**src/rtl/mole_arena_pkg.sv**
```systemverilog
// rtl/mole_arena_pkg.sv - shared types and helpers for the whack-a-mole core
package mole_arena_pkg;

    typedef enum logic [1:0] {
        IDLE = 2'd0,
        GAP  = 2'd1,
        SHOW = 2'd2,
        OVER = 2'd3
    } state_e;

    // XNOR-feedback left shift over the low w bits; the all-ones value locks up
    function automatic logic [63:0] next_lfsr(input logic [63:0] q, input int unsigned w);
        logic [63:0] taps;
        logic [63:0] mask;
        logic        fb;
        taps = (q >> (w - 1)) ^ (q >> (w - 2));
        fb   = ~taps[0];
        mask = (64'd1 << w) - 64'd1;
        return ((q << 1) | {63'd0, fb}) & mask;
    endfunction

    // Scale a w-bit random value onto 0..n-1 without a divider
    function automatic int unsigned pick_idx(input logic [63:0] lfsr, input int unsigned n,
                                             input int unsigned w);
        logic [63:0] prod;
        prod = lfsr * 64'(n);
        return 32'(prod >> w);
    endfunction

endpackage

```
**src/rtl/mole_arena_lfsr_rng.sv**
```systemverilog
// rtl/mole_arena_lfsr_rng.sv - loadable, gated XNOR LFSR used to choose the next mole
module lfsr_rng
    import mole_arena_pkg::*;
#(
    parameter int           W    = 8,
    parameter logic [W-1:0] SEED = '0
) (
    input  logic         clock,
    input  logic         reset,
    input  logic         load,
    input  logic         enable,
    output logic [W-1:0] q
);

    logic [W-1:0] q_q;
    logic [W-1:0] q_d;

    // Reload has priority over stepping so IDLE always restarts the same sequence
    always_comb begin
        q_d = q_q;
        if (load) begin
            q_d = SEED;
        end else if (enable) begin
            q_d = W'(next_lfsr(64'(q_q), W));
        end
    end

    // Generator register
    always_ff @(posedge clock) begin
        if (reset) begin
            q_q <= SEED;
        end else begin
            q_q <= q_d;
        end
    end

    assign q = q_q;

endmodule

```
**src/rtl/mole_arena.sv**
```systemverilog
// rtl/mole_arena.sv - whack-a-mole game core: FSM, visibility counter, score and misses
module mole_arena
    import mole_arena_pkg::*;
#(
    parameter int NUM_MOLES  = 3,
    parameter int SPEED_W    = 28,
    parameter int SCORE_W    = 8,
    parameter int LFSR_W     = 8,
    parameter int LFSR_SEED  = 0,
    parameter int GAP_CYCLES = 4,
    parameter int MAX_MISSES = 3,
    localparam int MISS_W    = $clog2(MAX_MISSES + 1)
) (
    input  logic                 clock,
    input  logic                 reset,
    input  logic                 game,
    input  logic [SPEED_W-1:0]   speed,
    input  logic [NUM_MOLES-1:0] button,
    output logic [NUM_MOLES-1:0] mole,
    output logic [SCORE_W-1:0]   score,
    output logic [MISS_W-1:0]    misses,
    output logic                 hit_pulse,
    output logic                 miss_pulse,
    output logic                 game_over
);

    localparam logic [SPEED_W-1:0] GAP_LOAD  = SPEED_W'(GAP_CYCLES - 1);
    localparam logic [SCORE_W-1:0] SCORE_MAX = '1;

    state_e               state_q, state_d;
    logic [SPEED_W-1:0]   cnt_q, cnt_d;
    logic [NUM_MOLES-1:0] mole_q, mole_d;
    logic [NUM_MOLES-1:0] btn_prev_q;
    logic [SCORE_W-1:0]   score_q, score_d;
    logic [MISS_W-1:0]    misses_q, misses_d;
    logic                 hit_q, hit_d;
    logic                 miss_q, miss_d;
    logic [LFSR_W-1:0]    lfsr_q;

    logic [NUM_MOLES-1:0] press;
    logic                 hit, any_press, cnt_zero, last_miss;
    logic [SPEED_W-1:0]   show_load;
    int unsigned          idx;

    assign press     = button & ~btn_prev_q;
    assign hit       = |(press & mole_q);
    assign any_press = |press;
    assign cnt_zero  = (cnt_q == '0);
    assign last_miss = (misses_q == MISS_W'(MAX_MISSES - 1));
    assign show_load = (speed == '0) ? '0 : speed - SPEED_W'(1);
    assign idx       = pick_idx(64'(lfsr_q), NUM_MOLES, LFSR_W);

    lfsr_rng #(
        .W    (LFSR_W),
        .SEED (LFSR_W'(LFSR_SEED))
    ) u_rng (
        .clock  (clock),
        .reset  (reset),
        .load   (state_q == IDLE),
        .enable (state_q == GAP || state_q == SHOW),
        .q      (lfsr_q)
    );

    // State register
    always_ff @(posedge clock) begin
        if (reset) begin
            state_q <= IDLE;
        end else begin
            state_q <= state_d;
        end
    end

    // Next-state: abort wins, then hit beats timeout in SHOW
    always_comb begin
        state_d = state_q;
        if (!game) begin
            state_d = IDLE;
        end else begin
            case (state_q)
                IDLE: state_d = GAP;
                GAP:  if (cnt_zero) state_d = SHOW;
                SHOW: begin
                    if (hit) begin
                        state_d = GAP;
                    end else if (cnt_zero) begin
                        state_d = last_miss ? OVER : GAP;
                    end
                end
                default: state_d = OVER;
            endcase
        end
    end

    // Datapath next values; a wrong press on the final lit cycle is penalised and still times out
    always_comb begin
        cnt_d    = cnt_q;
        mole_d   = mole_q;
        score_d  = score_q;
        misses_d = misses_q;
        hit_d    = 1'b0;
        miss_d   = 1'b0;
        if (!game) begin
            mole_d = '0;
        end else begin
            case (state_q)
                IDLE: begin
                    mole_d   = '0;
                    score_d  = '0;
                    misses_d = '0;
                    cnt_d    = GAP_LOAD;
                end
                GAP: begin
                    if (cnt_zero) begin
                        mole_d = NUM_MOLES'(1) << idx;
                        cnt_d  = show_load;
                    end else begin
                        cnt_d = cnt_q - SPEED_W'(1);
                    end
                end
                SHOW: begin
                    if (hit) begin
                        if (score_q != SCORE_MAX) score_d = score_q + SCORE_W'(1);
                        hit_d  = 1'b1;
                        mole_d = '0;
                        cnt_d  = GAP_LOAD;
                    end else begin
                        if (any_press && score_q != '0) score_d = score_q - SCORE_W'(1);
                        if (cnt_zero) begin
                            misses_d = misses_q + MISS_W'(1);
                            miss_d   = 1'b1;
                            mole_d   = '0;
                            cnt_d    = GAP_LOAD;
                        end else begin
                            cnt_d = cnt_q - SPEED_W'(1);
                        end
                    end
                end
                default: mole_d = '0;
            endcase
        end
    end

    // Datapath registers and button history
    always_ff @(posedge clock) begin
        if (reset) begin
            cnt_q      <= '0;
            mole_q     <= '0;
            btn_prev_q <= '0;
            score_q    <= '0;
            misses_q   <= '0;
            hit_q      <= 1'b0;
            miss_q     <= 1'b0;
        end else begin
            cnt_q      <= cnt_d;
            mole_q     <= mole_d;
            btn_prev_q <= button;
            score_q    <= score_d;
            misses_q   <= misses_d;
            hit_q      <= hit_d;
            miss_q     <= miss_d;
        end
    end

    assign mole       = mole_q;
    assign score      = score_q;
    assign misses     = misses_q;
    assign hit_pulse  = hit_q;
    assign miss_pulse = miss_q;
    assign game_over  = (state_q == OVER);

endmodule

```
**config.mk**
```make
export PLATFORM = sky130hd
export DESIGN_NAME = mole_arena
export DESIGN_NICKNAME = d
export VERILOG_FILES = /design/src/rtl/mole_arena_pkg.sv /design/src/rtl/mole_arena_lfsr_rng.sv /design/src/rtl/mole_arena.sv
export SDC_FILE = /design/constraint.sdc
export NUM_CORES = 1
export LEC_CHECK = 0
export BUFFER_PORTS_ARGS = -buffer_cell sky130_fd_sc_hd__buf_2
export CAP_MARGIN = 30
export CORE_MARGIN = 3
export CORE_UTILIZATION = 34
export CTS_CLUSTER_DIAMETER = 120
export DETAILED_ROUTE_END_ITERATION = 6
export PLACE_DENSITY = 0.55
export SLEW_MARGIN = 40
export SYNTH_ARGS = -nofsm -noshare
export SYNTH_HDL_FRONTEND = slang
export SYNTH_SLANG_ARGS = --single-unit
```
**constraint.sdc**
```tcl
create_clock -name clock -period 3.7 [get_ports clock]
set_input_delay 0.74 -clock clock [delete_from_list [all_inputs] [get_ports clock]]
set_output_delay 0.74 -clock clock [all_outputs]
set_load 0.01 [all_outputs]
```
### Word-level counts from Yosys, hierarchy flattened

Index checks and enable logic that the tools add are counted.

* register bits: 56
* word-level logic and storage cells: 76
* input port bits: 34
* output and inout bits: 16

* add/sub/neg operators: 5
* $mul: 1
* bitwise operators: 8
* reduce and logical (&&, ||, !) cells: 18
* multiplexer cells: 23
* shift operators: 1
* eq/ne operators: 11

Operators by type and width (number)
* $mux W28: 4
* $pmux W28 S3: 1
* $logic_not A28 Y1: 2
* $sub A28 B1 Y28 const B: 2
* $mux W8: 3
* $pmux W8 S2: 1
* $mux W2: 6
* $mul A8 B2 Y10 const B: 1
* $mux W3: 3
* $reduce_or A3 Y1: 3
* $add A8 B1 Y8 const B: 1
* $ne A8 B8 Y1 const B: 1
* $or A8 B1 Y8: 1
* $reduce_and A4 Y1: 2
* $reduce_bool A8 Y1: 1
* $sub A8 B1 Y8 const B: 1
* $and A3 B3 Y3: 2
* $eq A2 B2 Y1 const B: 3
* $ne A2 B2 Y1 const B: 3
* $ne A3 B2 Y1 const B: 2
* $pmux W2 S3: 1
* $pmux W3 S2: 1
* $reduce_or A6 Y1: 1
* $pmux W2 S2: 1
* 15 further kinds: 20

### Depth between registers and ports, before layout

* depth after elaboration: 7
* depth in mapped cells: 9
* mapped depth without buffers: 9

### By module

Synthesis repeated with hierarchy kept, for this count alone.

* cells, all modules: 496
* area total of the unflattened synthesis: 4058.9 µm²

By module, submodules not included
* mole_arena: cells an instance 467, seq. area each 960.9 µm², instances 1, area each 3749.8 µm²
* lfsr_rng: cells an instance 29, seq. area each 160.2 µm², instances 1, area each 309.0 µm²

### Worst setup path before layout

Ideal clock, no wire load.

* kind: input port to flip-flop
* from: input port button[0]
* to: register score_q[7] (netlist: score[7])
* path buffers: 0
* required time: 3.626 ns
* arrival: 3.206 ns
* stages: 9
* slack: 0.420 ns
* path through: and3b_1 nor3_1 ha_1 a21oi_1 o211ai_1 o41ai_1 xor2_1 or4_1 a31oi_1

* cells in the longest elaborated chain, start to end: 5
* elaborated cells between the ends (all ways): 10

Ends and longest elaborated chain
* start, declared: RTL line mole_arena.sv:18 `input logic [NUM_MOLES-1:0] button,`
* $and A3 B3 Y3 *: RTL line mole_arena.sv:45 `assign press = button & ~btn_prev_q;`
* $and A3 B3 Y3 / $reduce_or A3 Y1 (equally long branches): RTL line mole_arena.sv:46, mole_arena.sv:47
* $reduce_or A3 Y1 / $logic_and A1 B1 Y1 (equally long branches): RTL line mole_arena.sv:46, mole_arena.sv:127
* $ne A3 B2 Y1 (no line) / $mux W8 (equally long branches)
* $reduce_and A4 Y1 (no line) / $pmux W8 S2 (equally long branches)
* end signal, assigned: RTL line mole_arena.sv:157 `score_q <= score_d;`
* end, declared: RTL line mole_arena.sv:34 `logic [SCORE_W-1:0] score_q, score_d;`

Mark *: on every way between the ends. The rest lies on a longest branch, timed or not.
A chain may end at the register's enable or synchronous reset.

### Worst setup path in the final report

* from: input port speed[15]
* to: register cnt_q[27]

* cells in the longest elaborated chain, start to end: 4
* elaborated cells between the ends (all ways): 5

Ends and longest elaborated chain
* start, declared: RTL line mole_arena.sv:17 `input logic [SPEED_W-1:0] speed,`
* $sub A28 B1 Y28 / $logic_not A28 Y1 (equally long branches): RTL line mole_arena.sv:50 `assign show_load = (speed == '0) ? '0 : speed - SPEED_W'(1);`
* $mux W28 *: RTL line mole_arena.sv:50
* $mux W28 *: RTL line mole_arena.sv:113 `if (cnt_zero) begin`
* $pmux W28 S3 *: RTL line mole_arena.sv:105 `case (state_q)`
* end signal, assigned: RTL line mole_arena.sv:154 `cnt_q <= cnt_d;`
* end, declared: RTL line mole_arena.sv:31 `logic [SPEED_W-1:0] cnt_q, cnt_d;`

Marks and branches as above.

==> flow_metrics.py <==
metrics = {
    "global_routing": {
        "grt_pass1_wl_um": 18640,
        "grt_pass1_vias": 3809,
        "grt_max_degree": 25,
        "grt_usage": 0.1725,
        "antenna_found_initial": 0,
        "grt_util_met2": 0.2851,
        "grt_use_met3": 0.02000,
        "met1_usage": 0.2369,
        "grt-ovfl-total": 0,
        "top_usage_layer": "met2",
    },
    "worst_setup_path": {
        "endpoint_kind": "register",
        "reg2reg_slack_ps": 950,
        "path_class": "input port to register",
        "required_ps": 3880,
        "crit_fanout": 24,
        "start_kind": "input port",
        "crit_arrival_ps": 3070,
    },
    "sta": {
        "max_slew.worst_pin.slew_ps": 674.1,
        "max_freq_mhz": 346.8,
        "finalSetupTns_ps": 0,
        "max_slew_margin": 0.5501,
        "finalHoldViolations": 0,
        "final.min_clock_period_ps": 2884,
        "holdWs_ps": 509.8,
        "finalWorstSetupSlack_ps": 816.5,
        "post-route-period-util": 0.7793,
        "finalSetupViolations": 0,
        "timing_max_transition_violations_final": 0,
        "grt_setup_unrepaired": "false",
        "finClkSkew_ps": 7.677,
    },
    "route": {
        "ant_nets": 0,
        "viasPerCell": 5.825,
        "wl_per_cell_um": 16.66,
        "num_vias": 4002,
        "route.detailed.drc": 0,
        "drt_iter0_markers": 242,
        "drt_wl_total_um": 11440,
        "drt-pass1-iter-count": 4,
    },
    "yosys": {
        "yosysMostFrequentCell": "dfxtp_1",
        "syn_area_per_cell_um2": 8.089,
        "syn_area_um2": 4053,
        "async_flop_share": 0,
        "syn_inst": 501,
        "synthTopCellsByArea": "dfxtp_1 (28%), ha_1 (7.4%), xnor2_1 (4.3%), nor2_1 (4.2%), o21ai_0 (3.8%)",
        "yosys.cell_types.count": 65,
        "ys_seq_elements": 56,
        "synth_top_area_share": 0.2766,
        "seq_area_frac_synth": 0.2766,
        "synthTopCellsByCount": "dfxtp_1 (56), nor2_1 (45), o21ai_0 (31)",
        "synth_ff_type": "dfxtp_1",
        "synth_fp_nets": 560,
        "synth_edf_count": 0,
        "yosysTopAreaCell": "dfxtp_1",
        "yosysWarnings": 0,
    },
    "cells_and_area": {
        "seq_area_um2": 1121,
        "antenna_cells": 0,
        "area_growth_pct": 13.52,
        "layout.nets": 602,
        "fillCellCount": 1223,
        "utilization": 0.3995,
        "multi_input_area_um2": 2771,
        "drive_gt1_frac": 0.1544,
        "design_area_um2": 4601,
    },
    "pwr": {
        "p_leak_nw": 1.847,
        "pwr-share-clk": 0.202,
        "p_switching_w": 0.001093,
        "sw_frac_of_total": 0.4548,
        "vdd_drop_max_mv": 0.3082,
        "p_comb_frac": 0.494,
        "seqPwrFrac": 0.304,
        "internal-power_w": 0.001310,
        "power_density_nw_per_um2": 522.3,
    },
    "clocking": {
        "cts_hold_buffers": 0,
        "clockBufferDepth": 2,
        "cts-root-buf": "clkbuf_16",
        "cts-htree-levels": 2,
        "cts_sinks": 56,
        "clk_latency_ps": 290,
        "cts_tree": "yes",
        "path_clk_slew_ps": 80,
        "post-cts-setup-buffers": 0,
        "numCtsBuffers": 5,
        "cts.repair.resized": 0,
    },
    "floorplan": {
        "core_area_um2": 11520,
        "dieArea_um2": 13270,
        "die_y_um": 115.2,
        "rows": 39,
        "die_w_um": 115.2,
        "ioPinCount": 50,
        "floorplan.initialDensity": 0.3519,
    },
    "placement": {
        "portBuffers": 49,
        "pre_cts_ws_ps": 512.7,
        "hpwl_um": 8783,
        "place.gp.congestion": 0.8943,
        "place_area_um2": 4456,
    },
    "outcome": {
        "status": "complete, no violations",
    },
    "flow_run": {
        "maxCapViolCount": 0,
    },
    "min_path": {
        "hp-class": "register to register",
    },
}
worst max-delay path, stage by stage:
cell,delay (ps)
buf_2,120
or4_4,550
or4_1,560
nor4_4,390
nand4b_4,400
a2bb2oi_1,210
o21ai_1,80
cell type report:
type	count	share of cell area
multi-input cells	405	0.6024
inverters	15	0.01224
clock inverters	2	0.003535
clock buffers	6	0.02801
flip-flops and latches	56	0.2437
repair buffers	60	0.07125
well taps	143	0.03889
sequential cells by signal, summed over array words and instances (netlist names):
name,count
btn_prev_q,3
cnt_q,28
hit_pulse,1
miss_pulse,1
misses,2
mole,3
score,8
state_q,2
u_rng.q,8
placed cells by master (no fill, tap or decap), types with 4 or more instances in the layout:
master	n
nand2b_1	8
nand4_1	11
inv_1	15
a211oi_1	7
o21ai_1	12
nor4_1	20
dfxtp_1	56
clkbuf_16	5
buf_4	11
or4_1	6
nor3b_1	6
mux2i_1	13
nand2_1	20
o31ai_1	5
or2_2	4
nand3_1	14
nor3_1	29
ha_1	24
nor4b_1	4
buf_2	49
a21oi_1	15
o311ai_0	6
o21ai_0	31
nand3b_1	8
and3_1	11
xor2_1	10
o211ai_1	7
nor2_1	44
o211ai_2	4
a31oi_1	5
or3_1	8
nor2b_1	8
xnor2_1	20
routing by layer:
metal  vias up  part of all wire
met5         -                 0
li1       1976                 -
met3        15             0.047
met2       118              0.46
met4         0             0.017
met1      1893              0.47
final timing paths:
| check | from | to | cells after the start |
|---|---|---|---|
| hold / removal | mole[1] | mole[1] | 2 |
| hold reg to reg | mole[1] | mole[1] | 2 |
| setup / recovery | speed[15] | cnt_q[27] | 7 |
| setup reg to reg | state_q[0] | cnt_q[19] | 8 |
cell families after synthesis:
kind of cell / share of synthesized area
simple gates: 0.3081
compound gates: 0.1979
flops: 0.2766
buf+inv: 0.04137
xor+xnor: 0.06483
fa+ha+maj: 0.07904
mux: 0.03211
power groups by stage:
| stage | clock network [W] | registers [W] | logic (W) |
|---|---|---|---|
| floorplan | 0 | 0.000726 | 0.000827 |
| global placement | 0 | 0.000742 | 0.00116 |
| detailed placement | 0 | 0.000744 | 0.00117 |
| CTS | 0.000494 | 0.000730 | 0.00117 |
| global route | 0.000516 | 0.000743 | 0.00131 |
| finish | 0.000485 | 0.000731 | 0.00119 |
through the flow:
step,std cells,power [W]
6_report,687,0.002403
5_1_grt,687,0.002568
4_1_cts,687,0.002395
3_3_place_gp,679,0.001897
2_1_floorplan,501,0.001554
3_5_place_dp,679,0.001913
Power figures use the tool's default switching activity.
